<file path="src/rtl/load_store_unit.sv">
// Load/store unit: store lane alignment, load extension, word-aligned req/ack bus.
// Optional MISALIGNED_SPLIT_EN splits word-crossing accesses instead of trapping them.
module load_store_unit #(
    parameter int REG_WIDTH_IN_BYTE = 4,
    parameter int REG_WIDTH_IN_BIT  = REG_WIDTH_IN_BYTE * 8,
    parameter int ADDR_WIDTH        = 32
) (
    input  logic                         clk,
    input  logic                         reset,
    input  logic                         req_valid,
    output logic                         req_ready,
    input  logic                         req_store,
    input  logic [2:0]                   req_funct3,
    input  logic [ADDR_WIDTH-1:0]        req_addr,
    input  logic [REG_WIDTH_IN_BIT-1:0]  req_wdata,
    output logic                         resp_valid,
    output logic [REG_WIDTH_IN_BIT-1:0]  resp_data,
    output logic                         resp_err,
    output logic                         mem_req,
    output logic                         mem_we,
    output logic [ADDR_WIDTH-1:0]        mem_addr,
    output logic [REG_WIDTH_IN_BIT-1:0]  mem_wdata,
    output logic [REG_WIDTH_IN_BYTE-1:0] mem_wstrb,
    input  logic [REG_WIDTH_IN_BIT-1:0]  mem_rdata,
    input  logic                         mem_ack
);
    localparam int B  = REG_WIDTH_IN_BYTE;
    localparam int W  = REG_WIDTH_IN_BIT;
    localparam int OW = $clog2(B);

    typedef enum logic [1:0] {IDLE, ACC0, ACC1, RESP} state_t;

    state_t state_q, state_d;

    logic [2:0]            funct3_q;
    logic [OW-1:0]         off_q;
    logic                  accept;
    logic [3:0]            req_size;
    logic                  req_illegal;
    logic                  req_trap;
    logic [OW-1:0]         req_off;
    logic [ADDR_WIDTH-1:0] req_word;
    logic [B-1:0]          req_mask;
    logic [W-1:0]          st_lo_data;
    logic [B-1:0]          st_lo_strb;

    logic [W-1:0]          ld_raw;
    logic [W-1:0]          ld_mask;
    logic [W-1:0]          ld_ext;
    logic                  ld_sign;

    logic                  req_ready_d;
    logic                  resp_valid_d;
    logic                  resp_err_d;
    logic [W-1:0]          resp_data_d;
    logic                  mem_req_d;
    logic                  mem_we_d;
    logic [ADDR_WIDTH-1:0] mem_addr_d;
    logic [W-1:0]          mem_wdata_d;
    logic [B-1:0]          mem_wstrb_d;
    logic                  done;

    assign accept   = req_valid && req_ready;
    assign req_off  = req_addr[OW-1:0];
    assign req_word = {req_addr[ADDR_WIDTH-1:OW], {OW{1'b0}}};
    assign req_mask = B'((16'd1 << req_size) - 16'd1);

    // 011 (LD/SD) and 110 (LWU) only exist on a 64-bit datapath
    assign req_illegal = (req_funct3 == 3'b111) ||
                         ((B == 4) && (req_funct3 == 3'b011 ||
                                       req_funct3 == 3'b110));

    always_comb begin
        req_size = 4'd8;
        unique case (req_funct3[1:0])
            2'b00:   req_size = 4'd1;
            2'b01:   req_size = 4'd2;
            2'b10:   req_size = 4'd4;
            default: req_size = 4'd8;
        endcase
    end

`ifdef MISALIGNED_SPLIT_EN
    logic [2*W-1:0] st_data;
    logic [2*B-1:0] st_strb;
    logic           req_cross;
    logic           cross_q;
    logic [W-1:0]   hi_data_q;
    logic [B-1:0]   hi_strb_q;
    logic [W-1:0]   rdata0_q;

    assign st_data    = {{W{1'b0}}, req_wdata} << {req_off, 3'b000};
    assign st_strb    = {{B{1'b0}}, req_mask} << req_off;
    assign st_lo_data = st_data[W-1:0];
    assign st_lo_strb = st_strb[B-1:0];
    assign req_cross  = (5'(req_off) + 5'(req_size)) > 5'(B);
    assign req_trap   = 1'b0;

    always_comb begin
        ld_raw = '0;
        if (state_q == ACC1)
            ld_raw = W'({mem_rdata, rdata0_q} >> {off_q, 3'b000});
        else
            ld_raw = mem_rdata >> {off_q, 3'b000};
    end

    always_ff @(posedge clk) begin
        if (reset) begin
            cross_q   <= 1'b0;
            hi_data_q <= '0;
            hi_strb_q <= '0;
            rdata0_q  <= '0;
        end else begin
            if (accept) begin
                cross_q   <= req_cross;
                hi_data_q <= st_data[2*W-1:W];
                hi_strb_q <= st_strb[2*B-1:B];
            end
            if (state_q == ACC0 && mem_ack)
                rdata0_q <= mem_rdata;
        end
    end
`else
    assign st_lo_data = req_wdata << {req_off, 3'b000};
    assign st_lo_strb = req_mask << req_off;
    assign req_trap   = (req_addr[2:0] & 3'(req_size - 4'd1)) != 3'd0;
    assign ld_raw     = mem_rdata >> {off_q, 3'b000};
`endif

    always_comb begin
        ld_mask = '1;
        ld_sign = 1'b0;
        unique case (funct3_q[1:0])
            2'b00: begin
                ld_mask = W'(8'hFF);
                ld_sign = ld_raw[7];
            end
            2'b01: begin
                ld_mask = W'(16'hFFFF);
                ld_sign = ld_raw[15];
            end
            2'b10: begin
                ld_mask = W'(32'hFFFF_FFFF);
                ld_sign = ld_raw[31];
            end
            default: begin
                ld_mask = '1;
                ld_sign = ld_raw[W-1];
            end
        endcase
        ld_ext = (ld_raw & ld_mask) |
                 ((!funct3_q[2] && ld_sign) ? ~ld_mask : '0);
    end

    always_comb begin
        state_d      = state_q;
        done         = 1'b0;
        resp_valid_d = 1'b0;
        resp_err_d   = 1'b0;
        resp_data_d  = '0;
        mem_req_d    = mem_req;
        mem_we_d     = mem_we;
        mem_addr_d   = mem_addr;
        mem_wdata_d  = mem_wdata;
        mem_wstrb_d  = mem_wstrb;
        unique case (state_q)
            IDLE: begin
                if (accept) begin
                    if (req_illegal || req_trap) begin
                        state_d      = RESP;
                        resp_valid_d = 1'b1;
                        resp_err_d   = 1'b1;
                    end else begin
                        state_d     = ACC0;
                        mem_req_d   = 1'b1;
                        mem_we_d    = req_store;
                        mem_addr_d  = req_word;
                        mem_wdata_d = req_store ? st_lo_data : '0;
                        mem_wstrb_d = req_store ? st_lo_strb : '0;
                    end
                end
            end
            ACC0: begin
                if (mem_ack) begin
                    done = 1'b1;
`ifdef MISALIGNED_SPLIT_EN
                    if (cross_q) begin
                        done        = 1'b0;
                        state_d     = ACC1;
                        mem_addr_d  = mem_addr + ADDR_WIDTH'(B);
                        mem_wdata_d = mem_we ? hi_data_q : '0;
                        mem_wstrb_d = mem_we ? hi_strb_q : '0;
                    end
`endif
                end
            end
`ifdef MISALIGNED_SPLIT_EN
            ACC1: done = mem_ack;
`endif
            RESP:    state_d = IDLE;
            default: state_d = IDLE;
        endcase
        if (done) begin
            state_d      = RESP;
            resp_valid_d = 1'b1;
            resp_data_d  = mem_we ? '0 : ld_ext;
            mem_req_d    = 1'b0;
            mem_we_d     = 1'b0;
            mem_addr_d   = '0;
            mem_wdata_d  = '0;
            mem_wstrb_d  = '0;
        end
        req_ready_d = (state_d == IDLE);
    end

    always_ff @(posedge clk) begin
        if (reset) begin
            state_q    <= IDLE;
            req_ready  <= 1'b1;
            resp_valid <= 1'b0;
            resp_err   <= 1'b0;
            resp_data  <= '0;
            mem_req    <= 1'b0;
            mem_we     <= 1'b0;
            mem_addr   <= '0;
            mem_wdata  <= '0;
            mem_wstrb  <= '0;
            funct3_q   <= '0;
            off_q      <= '0;
        end else begin
            state_q    <= state_d;
            req_ready  <= req_ready_d;
            resp_valid <= resp_valid_d;
            resp_err   <= resp_err_d;
            resp_data  <= resp_data_d;
            mem_req    <= mem_req_d;
            mem_we     <= mem_we_d;
            mem_addr   <= mem_addr_d;
            mem_wdata  <= mem_wdata_d;
            mem_wstrb  <= mem_wstrb_d;
            if (accept) begin
                funct3_q <= req_funct3;
                off_q    <= req_off;
            end
        end
    end

endmodule

</file>
<file path="config.mk">
export PLATFORM = sky130hd
export DESIGN_NAME = load_store_unit
export DESIGN_NICKNAME = d
export VERILOG_FILES = /design/src/rtl/load_store_unit.sv
export SDC_FILE = /design/constraint.sdc
export NUM_CORES = 1
export LEC_CHECK = 0
export CAP_MARGIN = 0
export CORE_MARGIN = 4
export CORE_UTILIZATION = 42
export CTS_BUF_LIST = sky130_fd_sc_hd__clkbuf_8 sky130_fd_sc_hd__clkbuf_16
export DETAILED_ROUTE_END_ITERATION = 10
export GPL_TIMING_DRIVEN = 0
export PLACE_DENSITY = 0.81
export REMOVE_ABC_BUFFERS = 1
export SLEW_MARGIN = 20
export SYNTH_ARGS = -nofsm -noshare
export SYNTH_HDL_FRONTEND = slang
export SYNTH_SLANG_ARGS = --single-unit
</file>
<file path="constraint.sdc">
create_clock -name clk -period 2.4 [get_ports clk]
set_clock_uncertainty 0.05 [all_clocks]
set_input_delay 0.36 -clock clk [delete_from_list [all_inputs] [get_ports clk]]
set_output_delay 0.36 -clock clk [all_outputs]
set_load 0.02 [all_outputs]
</file>
* Word level (Yosys, flattened, before mapping)
Index checks and enable logic that the tools add are counted.
** Cells by class
- $add $sub $neg :: 2
- Equal/unequal tests :: 7
- Shifts and indexed selects :: 4
- Multiplexer cells :: 16
- Bitwise gates (word level) :: 6
- Reductions and logical operators :: 14
** Operators with widths (count)
- $mux 32 :: 2
- $pmux 32 s2 :: 1
- $and 32x32->32 :: 1
- $not 32->32 :: 1
- $or 32x32->32 :: 1
- $shl 32x5->32 :: 1
- $shr 32x5->32 :: 1
- $pmux 4 s3 :: 1
- $logic_not 2->1 :: 4
- $eq 2x1->1 const B :: 3
- $eq 3x3->1 const B :: 2
- $mux 1 :: 6
- $mux 2 :: 3
- $mux 4 :: 1
- $pmux 2 s2 :: 1
- $shl 1x4->4 const A :: 1
- $shl 4x2->4 :: 1
- $sub 4x1->4 const B :: 1
- $and 3x3->3 :: 1
- $eq 3x2->1 const B :: 1
- $logic_or 1x1->1 :: 3
- $reduce_and 3->1 :: 1
- $reduce_bool 3->1 :: 1
- $reduce_or 3->1 :: 1
- 7 further kinds :: 9
** Word-level totals
- Register bits :: 110
- Bits of input ports :: 104
- Output and inout bits :: 105
- Logic and storage cells :: 61

* Logic depth before layout (Yosys ltp)
Gate-level depths: netlist of the first run.
- Depth in word-level cells :: 11
- Gate-level depth with buffers :: 7
- Mapped depth without buffers :: 4

* Least setup slack after synthesis of the first run
No wires, ideal clock.
- Kind :: input -> register
- Start :: in req_addr[0]
- End :: reg mem_wdata[16]
- Setup time :: 0.122 ns
- Data arrival time :: 1.892 ns
- Required time :: 2.228 ns
- Slack :: 0.336 ns
- Cell stages on the path :: 7
- Buffers on the path :: 3
- Path through :: clkbuf_1 or4_4 a211o_1 clkbuf_1 clkbuf_1 nand3_1 nand3_1
** Between the ends
- Cells in the longest elaborated chain, start to end :: 5
- Elaborated cells on any way between the ends :: 7
- Classes of those cells :: 1 x shift; 1 x mux; 2 x bitwise; 3 x reduce/logical
** RTL lines
- start: declaration :: RTL line 14 : input logic [ADDR_WIDTH-1:0] req_addr,
- branches (longest 5 deep; another with $shl 32x5->32)
- end signal: assignment :: RTL line 239 : mem_wdata <= mem_wdata_d;
- end: declaration :: RTL line 22 : output logic [REG_WIDTH_IN_BIT-1:0] mem_wdata,
Parallel ways; which one is timed is not known.
A chain may end at the register's enable or synchronous reset.

* Worst setup path in the final report of the first run
- Start :: in req_funct3[2]
- End :: reg mem_wdata[12]
** Between the ends
- Cells in the longest elaborated chain, start to end :: 6
- Elaborated cells on any way between the ends :: 8
- Classes of those cells :: 3 x eq/ne; 1 x bitwise; 4 x reduce/logical
** RTL lines
- start: declaration :: RTL line 13 : input logic [2:0] req_funct3,
- $eq 3x2->1 or $eq 3x3->1 (tied branches) :: RTL line 70, 71
- $logic_or 1x1->1 :: RTL line 70 : ((B == 4) && (req_funct3 == 3'b011 ||
- $logic_or 1x1->1 * :: RTL line 69 : assign req_illegal = (req_funct3 == 3'b111) ||
- $logic_or 1x1->1 * :: RTL line 169 : if (req_illegal || req_trap) begin
- $not 1->1 (no line) *
- $reduce_and 3->1 (no line) *
Every way passes the cells marked *; elsewhere a longest branch is shown, timed or not.

==> results of run 1 <==
## timing repair
| action | in CTS | in global routing |
|---|---|---|
| resized for setup | 6 | 4 |
| setup endpoints to repair | 71 | 36 |
| pin swaps | 1 | 0 |
| setup buffers | 1 | 0 |
| cloned | 1 | 0 |
## critical path: cells and delay by family
family          cells  cell delay, ns
compound gates      2            0.68
simple gates        2            1.06
buf+inv             1            0.46
## area by class of cell
class | count | share of cell area, %
Sequential cell | 110 | 31.5
Inverter | 2 | 0.107
Tap cell | 140 | 2.51
Clock buffer | 10 | 1.97
Multi-Input combinational cell | 395 | 32.6
Timing Repair Buffer | 212 | 30.4
Clock inverter | 6 | 0.788
## power by group through the flow
stage                     combinational [mW]  sequential [mW]  clock, mW
after floorplan                        0.246             2.04          0
after global placement                 0.694             1.98          0
after detailed placement               0.735             1.98          0
after CTS                              0.752             1.94       1.13
after global routing                   0.807             1.95       1.19
final                                  0.752             1.94       1.11
## sequential cells by signal, indices dropped and copies added (netlist names)
signal and cells:
req_ready 1, mem_wstrb 4, resp_data 32, state_q 2, off_q 2, resp_valid 1
mem_wdata 32, resp_err 1, funct3_q 3, mem_addr 30, mem_we 1, mem_req 1
## cells in the mapped netlist
cell type  count  share of area (%)
nand2_1      136                 11
dfxtp_1      110                 48
a21oi_1       72                7.8
clkbuf_1      36                2.9
mux2i_1       27                5.8
nand3_1       24                2.6
mux2_2        18                4.4
o21ai_0       17                1.8
a211oi_1      14                2.3
nor2_1        13                1.1
o2111ai_1     10                1.9
or3_1         10                1.4
nor2b_1        9                1.2
nand4_1        8                1.1
and2_1         7               0.95
buf_1          4               0.32
buf_2          4               0.43
nand2b_1       4               0.54
nand3b_1       3               0.49
nor3_1         3               0.32
or2_2          3               0.41
buf_4          2               0.32
inv_1          2               0.16
o211ai_1       2               0.32
o31ai_1        2               0.32
a2111oi_2      1               0.32
a211o_1        1               0.19
a211oi_2       1               0.27
a21o_1         1               0.16
a311oi_1       1               0.19
buf_6          1               0.24
conb_1         1              0.081
nand4bb_1      1               0.24
nor4_1         1               0.14
o21a_1         1               0.16
or4_1          1               0.16
or4_4          1               0.24
## kinds of logic after synthesis
logic type	share of synthesized area, %
buffers and inverters	4.41
and+or+nand+nor	21.9
other	0.0812
DFF	47.7
AOI/OAI and AO/OA	15.8
muxes	10.2
## metal layers
metal | GRT usage, % | vias to the layer above | part of all wire [%]
met3 | 10.3 | 25 | 12
met4 | 7.85 | 0 | 1.8
li1 | - | 2256 | -
met5 | 0 | - | 0
met2 | 41.3 | 220 | 48
met1 | 26.3 | 2215 | 38
## worst min path at each step
stage,start,to,slack [ns],cells past startpoint
final,req_addr[1],off_q[1],0.40,3
after global routing,req_addr[1],off_q[1],0.40,3
after CTS,mem_wdata[11],mem_wdata[11],0.41,2
after detailed placement,mem_wdata[11],mem_wdata[11],0.39,2
after global placement,mem_wdata[11],mem_wdata[11],0.39,2
after floorplan,reset,funct3_q[0],0.38,1
==> results by group, run 1 <==
Detailed routing
  • Via-per-instance ratio: 5.39
  • Wire per inst: 17.7 um
  • Vias: 4716
  • Post-Route WL: about 16 mm
  • Detailed Routing Iterations Pass 1: 5
  • Drt drc: 0
  • 1st-iter DRT viols: around 250
  • DRT antenna net count: 0

Job
  • Max-cap violations: 0

STA
  • WHS: around 0.4 ns
  • Final Setup Violations: 0
  • RSZ-0062 raised after global routing: no
  • Max-slew violation count: 0
  • Worst setup margin: slightly below 0.07 ns
  • Slew HR: roughly 37%
  • Setup TNS: 0 ns
  • Hold Fails Final Rpt: 0
  • Fmax achieved: between 400 and 500 MHz
  • Worst-Margin Slew: between 0.9 and 1 ns
  • Final period util: 97.1%
  • Min Tclk post-route: 2.33 ns

Logic synthesis
  • Register area share after synthesis: ~48%
  • Post-synthesis sequential element count: 110
  • Synth Cell Area: 4620 um^2
  • Gate Count Post-Synth: 552
  • Post-synth cell types: 37
  • Yosys warns: 0
  • Syn_area_per_cell: between 8 and 9 um^2

Min path
  • Hold WC Path Type: input port to flip-flop

Setup path
  • Worst R2R Start: state_q[0]
  • CP Capture Point: mem_wdata[12]
  • Cell depth of the worst flop-to-flop path: 4
  • Max FO, Critical Path: 38
  • Slowest stage cell, crit path: or4_4
  • CP Class: input port to flip-flop
  • CP endpoint kind: flip-flop
  • Critical Path Start Type: input port
  • Worst R2R End: mem_wdata[12]
  • Reg2Reg Setup Slack: ~0.29 ns
  • Req. time, crit path: about 2.6 ns
  • Worst path cell trace: clkdlybuf4s50_1, or4_4, a211o_4, or3_1, a21oi_1
  • Max stage delay on crit path: 0.62 ns
  • Crit. Startpoint: req_funct3[2]
  • Worst Path Arrival: roughly 2.6 ns

Clock tree
  • Worst-path clk slew: approximately 0.1 ns
  • Worst-case clock buffer depth: 2
  • Clock sink count: 110
  • CTS tree: done
  • Post-CTS Hold Buffers: 0
  • CTS buffer count: 9
  • H-tree depth: 3
  • Clock tree root driver cell: clkbuf_8
  • Clk Latency, worst-skew pair: 0.37 ns

Layout
  • P&R area growth vs syn: 51.3%
  • # diodes: 0
  • Fillers: 904
  • Final net count: 834
  • Most frequent cells in the layout: clkdlybuf4s50_1 (204), nand2_1 (136), dfxtp_1 (108)
  • Share of cells above drive strength 1: around 7.3%
  • Final Instance Area: 6990 um^2
  • Final cell count without fillers: between 800 and 900
  • FF/Latch Area: between 2000 and 2500 um^2
  • Multi-input combinational cell area: 2280 um^2
  • Commonest non-fill, non-tap cell in the layout: clkdlybuf4s50_1
  • Final Core Density: around two thirds

Pwr
  • Total power: about 3.8 mW
  • Max IR drop VDD: around 0.38 mV
  • LEAKAGE: 2.47 nW
  • Clock power frac: just under 30%
  • Sequential power share: around 51%
  • Comb pwr share: between 10% and 20%
  • Internal power: approximately 2.8 mW
  • Switching part of the total: 27.4%
  • Cell Pwr Density: ~540 nW/um^2
  • Psw: 1.04 mW

Floorplan
  • DIE WIDTH: ~110 um
  • Die ar.: 12700 um^2
  • Die Ht: ~110 um
  • # rows: 38
  • Boundary Pins: ~210
  • Starting Density: between 40% and 50%
  • Core region area: 10800 um^2

Global routing
  • Vias in the first global route: roughly 4900
  • Antenna violations before repair: 0
  • All-Layer GR Usage: a little under a quarter
  • Largest net degree at the start of global routing: 61
  • Total congestion overflow: 0
  • Global-route wire length before repair: about 25 mm

Place
  • Placed Instances: between 800 and 900
  • Pre-CTS setup slack: -1.15 ns
  • Final HPWL DP: between 10 and 15 mm
  • I/O Buffers: 206
  • GPL Wtd Cong: just under 0.9
  • Placed inst area: 6750 um^2

Run status
  • Outcome: complete, no violations
Note: power is estimated with default switching activity, not from simulation.
==> inputs of run 2 (changes only) <==
- CORE_MARGIN: 4 -> not set
==> results by group, run 2 (same netlist as run 1, synthesis figures left out) <==
Global routing
  • Vias in the first global route: 4685 (was 4916)
  • M1 GR Usage: 28.6% (was 26.3%)
  • Total congestion overflow: 0 (unchanged)
  • GR Util met2: 46.8% (was 41.3%)
  • Largest net degree at the start of global routing: 61 (unchanged)
  • GR peak layer: met2 (unchanged)
  • All-Layer GR Usage: 26.4% (was 23.9%)
  • Global Route met3 Usage: 11.1% (was 10.3%)
  • Antenna violations before repair: 0 (unchanged)
  • Global-route wire length before repair: 23.5 mm (was 24.6 mm)

Clock tree
  • CTS tree: done (unchanged)
  • CTS buffer count: 9 (unchanged)
  • Clock tree root driver cell: clkbuf_8 (unchanged)
  • Post-CTS Hold Buffers: 0 (unchanged)
  • Worst-case clock buffer depth: 2 (unchanged)
  • Clk Latency, worst-skew pair: 0.36 ns (was 0.37 ns)
  • Worst-path clk slew: 0.10 ns (about the same)
  • H-tree depth: 3 (unchanged)
  • Clock sink count: 110 (unchanged)

Floorplan
  • Boundary Pins: 209 (unchanged)
  • DIE WIDTH: 107 um (was 113 um)
  • Core region area: 10500 um^2 (was 10800 um^2)
  • Starting Density: 44.0% (was 42.8%)
  • # rows: 37 (was 38)
  • Die Ht: 107 um (was 113 um)
  • Die ar.: 11400 um^2 (was 12700 um^2)

Setup path
  • Req. time, crit path: 2.63 ns (about the same)
  • CP endpoint kind: flip-flop (unchanged)
  • Max FO, Critical Path: 23 (was 38)
  • Critical Path Start Type: input port (unchanged)
  • CP Class: input port to flip-flop (unchanged)
  • Worst Path Arrival: 2.55 ns (was 2.57 ns)

STA
  • RSZ-0062 raised after global routing: no (unchanged)
  • WHS: 0.410 ns (was 0.396 ns)
  • Worst-Margin Slew: 0.995 ns (was 0.931 ns)
  • Hold Fails Final Rpt: 0 (unchanged)
  • Final period util: 96.8% (was 97.1%)
  • Max-slew violation count: 0 (unchanged)
  • Setup TNS: 0 ns (unchanged)
  • Min Tclk post-route: 2.32 ns (was 2.33 ns)
  • Fmax achieved: 430 MHz (was 429 MHz)
  • Worst setup margin: 0.0767 ns (was 0.0694 ns)
  • Final Setup Violations: 0 (unchanged)
  • Slew HR: 33.1% (was 37.5%)

Run status
  • Outcome: complete, no violations (unchanged)

Layout
  • Biggest regs: mem_wdata (32), resp_data (32), mem_addr (30) (unchanged)
  • Most frequent cells in the layout: clkdlybuf4s50_1 (204), nand2_1 (136), dfxtp_1 (108) (unchanged)
  • Share of cells above drive strength 1: 7.46% (was 7.35%)
  • # diodes: 0 (unchanged)
  • Final Core Density: 66.5% (was 64.8%)
  • Commonest non-fill, non-tap cell in the layout: clkdlybuf4s50_1 (unchanged)
  • P&R area growth vs syn: 51.2% (was 51.3%)
  • Final net count: 836 (was 834)

Detailed routing
  • Drt drc: 0 (unchanged)
  • Via-per-instance ratio: 5.55 (was 5.39)
  • DRT antenna net count: 0 (unchanged)
  • Wire per inst: 17.7 um (about the same)
  • Vias: 4844 (was 4716)
  • 1st-iter DRT viols: 234 (was 245)
  • Post-Route WL: 15.4 mm (was 15.5 mm)
  • Detailed Routing Iterations Pass 1: 5 (unchanged)

Min path
  • Hold WC Path Type: flip-flop to flip-flop (was input port to flip-flop)

Place
  • Pre-CTS setup slack: -1.09 ns (was -1.15 ns)
  • Final HPWL DP: 10.4 mm (was 10.8 mm)
  • GPL Wtd Cong: 0.790 (was 0.868)
  • I/O Buffers: 206 (unchanged)

Pwr
  • LEAKAGE: 2.46 nW (was 2.47 nW)
  • Max IR drop VDD: 0.380 mV (was 0.376 mV)
  • Cell Pwr Density: 530 nW/um^2 (was 543 nW/um^2)

Job
  • Max-cap violations: 0 (unchanged)
-- run 2: repair_timing --
action / CTS / global route
setup endpoints to repair: 68 / 32
pin swaps: 1 / 2
hold endpoints to repair: 0 / 0
gates cloned: 1 / 1
resized for setup: 5 / 2
buffers inserted: 2 / 1
-- run 2: final cells by class --
class,instances,area [um^2]
Clock buffer,9,124
Clock inverter,7,42.5
Fill cell,871,3520
Inverter,2,7.51
Multi-Input combinational cell,396,2290
Sequential cell,110,2200
Tap cell,136,170
Timing Repair Buffer,213,2140
-- run 2: worst paths after layout --
check                    start             to  slack (ns)  depth (start not counted)
setup reg to reg    state_q[0]  mem_wdata[25]        0.22                          6
hold reg to reg   mem_addr[20]   mem_addr[20]        0.41                          2
setup / recovery   req_addr[1]  mem_wdata[25]        0.08                          7
hold / removal    mem_addr[20]   mem_addr[20]        0.41                          2
-- run 2: stage by stage --
step	cell area, um^2	total power [mW]	instances
after detailed placement	6750	2.70	852
after global routing	6990	3.87	873
after CTS	6960	3.71	871
final	6990	3.70	873
after floorplan	4430	2.29	506
after global placement	6660	2.67	848
-- run 2: routing by layer --
metal	vias up	wire, um	part of all wire (%)
li1	2271	-	-
met1	2280	5760	37
met2	261	7550	49
met3	32	1700	11
met4	0	396	2.6
met5	-	0	0
-- run 2: power breakdown --
group	switching [mW]	internal [mW]
clock	0.637	0.372
sequential	0.0482	1.89
combinational	0.389	0.368
-- run 2: critical path: stages --
cell             delay, ns
clkdlybuf4s15_2       0.40
or4_4                 0.74
a211oi_4              0.35
buf_8                 0.21
buf_8                 0.17
o2111ai_1             0.12
a21oi_1               0.17
==> inputs of run 3 (changes only) <==
- RECOVER_POWER: not set -> 25
==> results by group, run 3 (same netlist as run 1, synthesis figures left out) <==
Setup path
  • Crit. Startpoint: req_addr[1] (unchanged)
  • Req. time, crit path: 2.63 ns (about the same)
  • CP Class: input port to flip-flop (unchanged)
  • Max FO, Critical Path: 23 (unchanged)
  • Worst R2R Start: state_q[0] (unchanged)
  • CP endpoint kind: flip-flop (unchanged)
  • Critical Path Start Type: input port (unchanged)
  • Worst Path Arrival: 2.55 ns (about the same)

STA
  • RSZ-0062 raised after global routing: no (unchanged)
  • Final period util: 96.7% (was 96.8%)
  • Worst setup margin: 0.0791 ns (was 0.0767 ns)
  • Slew HR: 32.9% (was 33.1%)
  • Min Tclk post-route: 2.32 ns (about the same)
  • Setup TNS: 0 ns (unchanged)
  • Worst-Margin Slew: 0.999 ns (was 0.995 ns)
  • Final Setup Violations: 0 (unchanged)
  • WHS: 0.410 ns (about the same)
  • Fmax achieved: 431 MHz (was 430 MHz)
  • Hold Fails Final Rpt: 0 (unchanged)
  • Max-slew violation count: 0 (unchanged)

Layout
  • Share of cells above drive strength 1: 7.46% (unchanged)
  • Final Core Density: 66.5% (unchanged)
  • P&R area growth vs syn: 51.2% (unchanged)
  • Most frequent cells in the layout: clkdlybuf4s50_1 (160), nand2_1 (136), dfxtp_1 (108) (was clkdlybuf4s50_1 (204), nand2_1 (136), dfxtp_1 (108))
  • Biggest regs: mem_wdata (32), resp_data (32), mem_addr (30) (unchanged)
  • # diodes: 0 (unchanged)
  • Commonest non-fill, non-tap cell in the layout: clkdlybuf4s50_1 (unchanged)
  • Final Instance Area: 6990 um^2 (unchanged)
  • Final net count: 836 (unchanged)

Global routing
  • Antenna violations before repair: 0 (unchanged)
  • All-Layer GR Usage: 26.4% (unchanged)
  • Largest net degree at the start of global routing: 61 (unchanged)
  • Global-route wire length before repair: 23.5 mm (unchanged)
  • Total congestion overflow: 0 (unchanged)
  • Vias in the first global route: 4685 (unchanged)

Min path
  • Hold_sp: mem_addr[20] (unchanged)
  • Hold WC Path Type: flip-flop to flip-flop (unchanged)

Clock tree
  • Clock tree root driver cell: clkbuf_8 (unchanged)
  • Worst-path clk slew: 0.10 ns (about the same)
  • Clock sink count: 110 (unchanged)
  • CTS tree: done (unchanged)
  • Worst-case clock buffer depth: 2 (unchanged)
  • Clk Latency, worst-skew pair: 0.36 ns (about the same)
  • H-tree depth: 3 (unchanged)
  • CTS buffer count: 9 (unchanged)

Place
  • GPL Wtd Cong: 0.790 (unchanged)
  • Pre-CTS setup slack: -1.09 ns (unchanged)
  • I/O Buffers: 206 (unchanged)
  • Final HPWL DP: 10.4 mm (unchanged)
  • Placed inst area: 6750 um^2 (unchanged)

Run status
  • Outcome: complete, no violations (unchanged)

Floorplan
  • Die ar.: 11400 um^2 (unchanged)
  • Core region area: 10500 um^2 (unchanged)
  • Starting Density: 44.0% (unchanged)
  • # rows: 37 (unchanged)
  • Boundary Pins: 209 (unchanged)
  • Die Ht: 107 um (unchanged)
  • DIE WIDTH: 107 um (unchanged)

Job
  • Max-cap violations: 0 (unchanged)

Pwr
  • Max IR drop VDD: 0.380 mV (about the same)
  • Cell Pwr Density: 529 nW/um^2 (was 530 nW/um^2)
  • LEAKAGE: 2.61 nW (was 2.46 nW)

Detailed routing
  • Post-Route WL: 15.4 mm (about the same)
  • Vias: 4829 (was 4844)
  • Via-per-instance ratio: 5.53 (was 5.55)
  • DRT antenna net count: 0 (unchanged)
  • Wire per inst: 17.7 um (about the same)
  • Detailed Routing Iterations Pass 1: 5 (unchanged)
  • Drt drc: 0 (unchanged)
  • 1st-iter DRT viols: 246 (was 234)
[run 3: changes by cell type in the layout (fill, tap and decap cells not counted)]
cell,before,now
dlygate4sd3_1,0,44
clkdlybuf4s50_1,204,160
[run 3: per-layer routing]
| layer | vias up | share of wire (%) | global-route usage [%] | wire length (um) |
|---|---|---|---|---|
| li1 | 2265 | - | - | - |
| met1 | 2272 | 37 | 28.6 | 5730 |
| met2 | 262 | 49 | 46.8 | 7630 |
| met3 | 30 | 11 | 11.1 | 1710 |
| met4 | 0 | 2.4 | 7.73 | 366 |
| met5 | - | 0 | 0 | 0 |
[run 3: cell type report]
class / instances / area (um^2)
clock inverter: 7 / 42.5
sequential: 110 / 2200
multi-input combinational: 396 / 2290
clock buffer: 9 / 124
tap: 136 / 170
fill: 871 / 3520
timing repair buffer: 213 / 2140
inverter: 2 / 7.51
[run 3: what timing repair did]
action	CTS	global route
gates resized for setup	5	2
pin swaps	1	2
hold buffers	0	0
setup endpoints to repair	68	32
setup buffers	2	1
cloned	1	1
[run 3: where the power goes]
part	total, mW	switching [mW]	internal, mW	leakage [nW]
clock	1.01	0.639	0.372	0.0857
combinational	0.748	0.389	0.360	1.63
sequential	1.93	0.0472	1.89	0.892
total	3.69	1.08	2.62	2.61
[run 3: worst paths after layout]
check                                     end  slack [ns]  cells after the start
worst max-delay path             mem_wdata[8]        0.08                      5
worst min-delay path             mem_addr[20]        0.41                      2
worst max register to register  mem_wdata[25]        0.22                      6
worst min register to register   mem_addr[20]        0.41                      2
[run 3: stage by stage]
| stage | std cells | total power, mW |
|---|---|---|
| 6_report | 873 | 3.69 |
| 4_1_cts | 871 | 3.71 |
| 3_3_place_gp | 848 | 2.67 |
| 2_1_floorplan | 506 | 2.29 |
| 3_5_place_dp | 852 | 2.70 |
| 5_1_grt | 873 | 3.86 |
[run 3: worst max-delay path, cell delays in order]
cell	delay [ns]
clkdlybuf4s15_2	0.41
or4_4	0.73
a211o_4	0.48
or3_1	0.40
a21oi_1	0.16
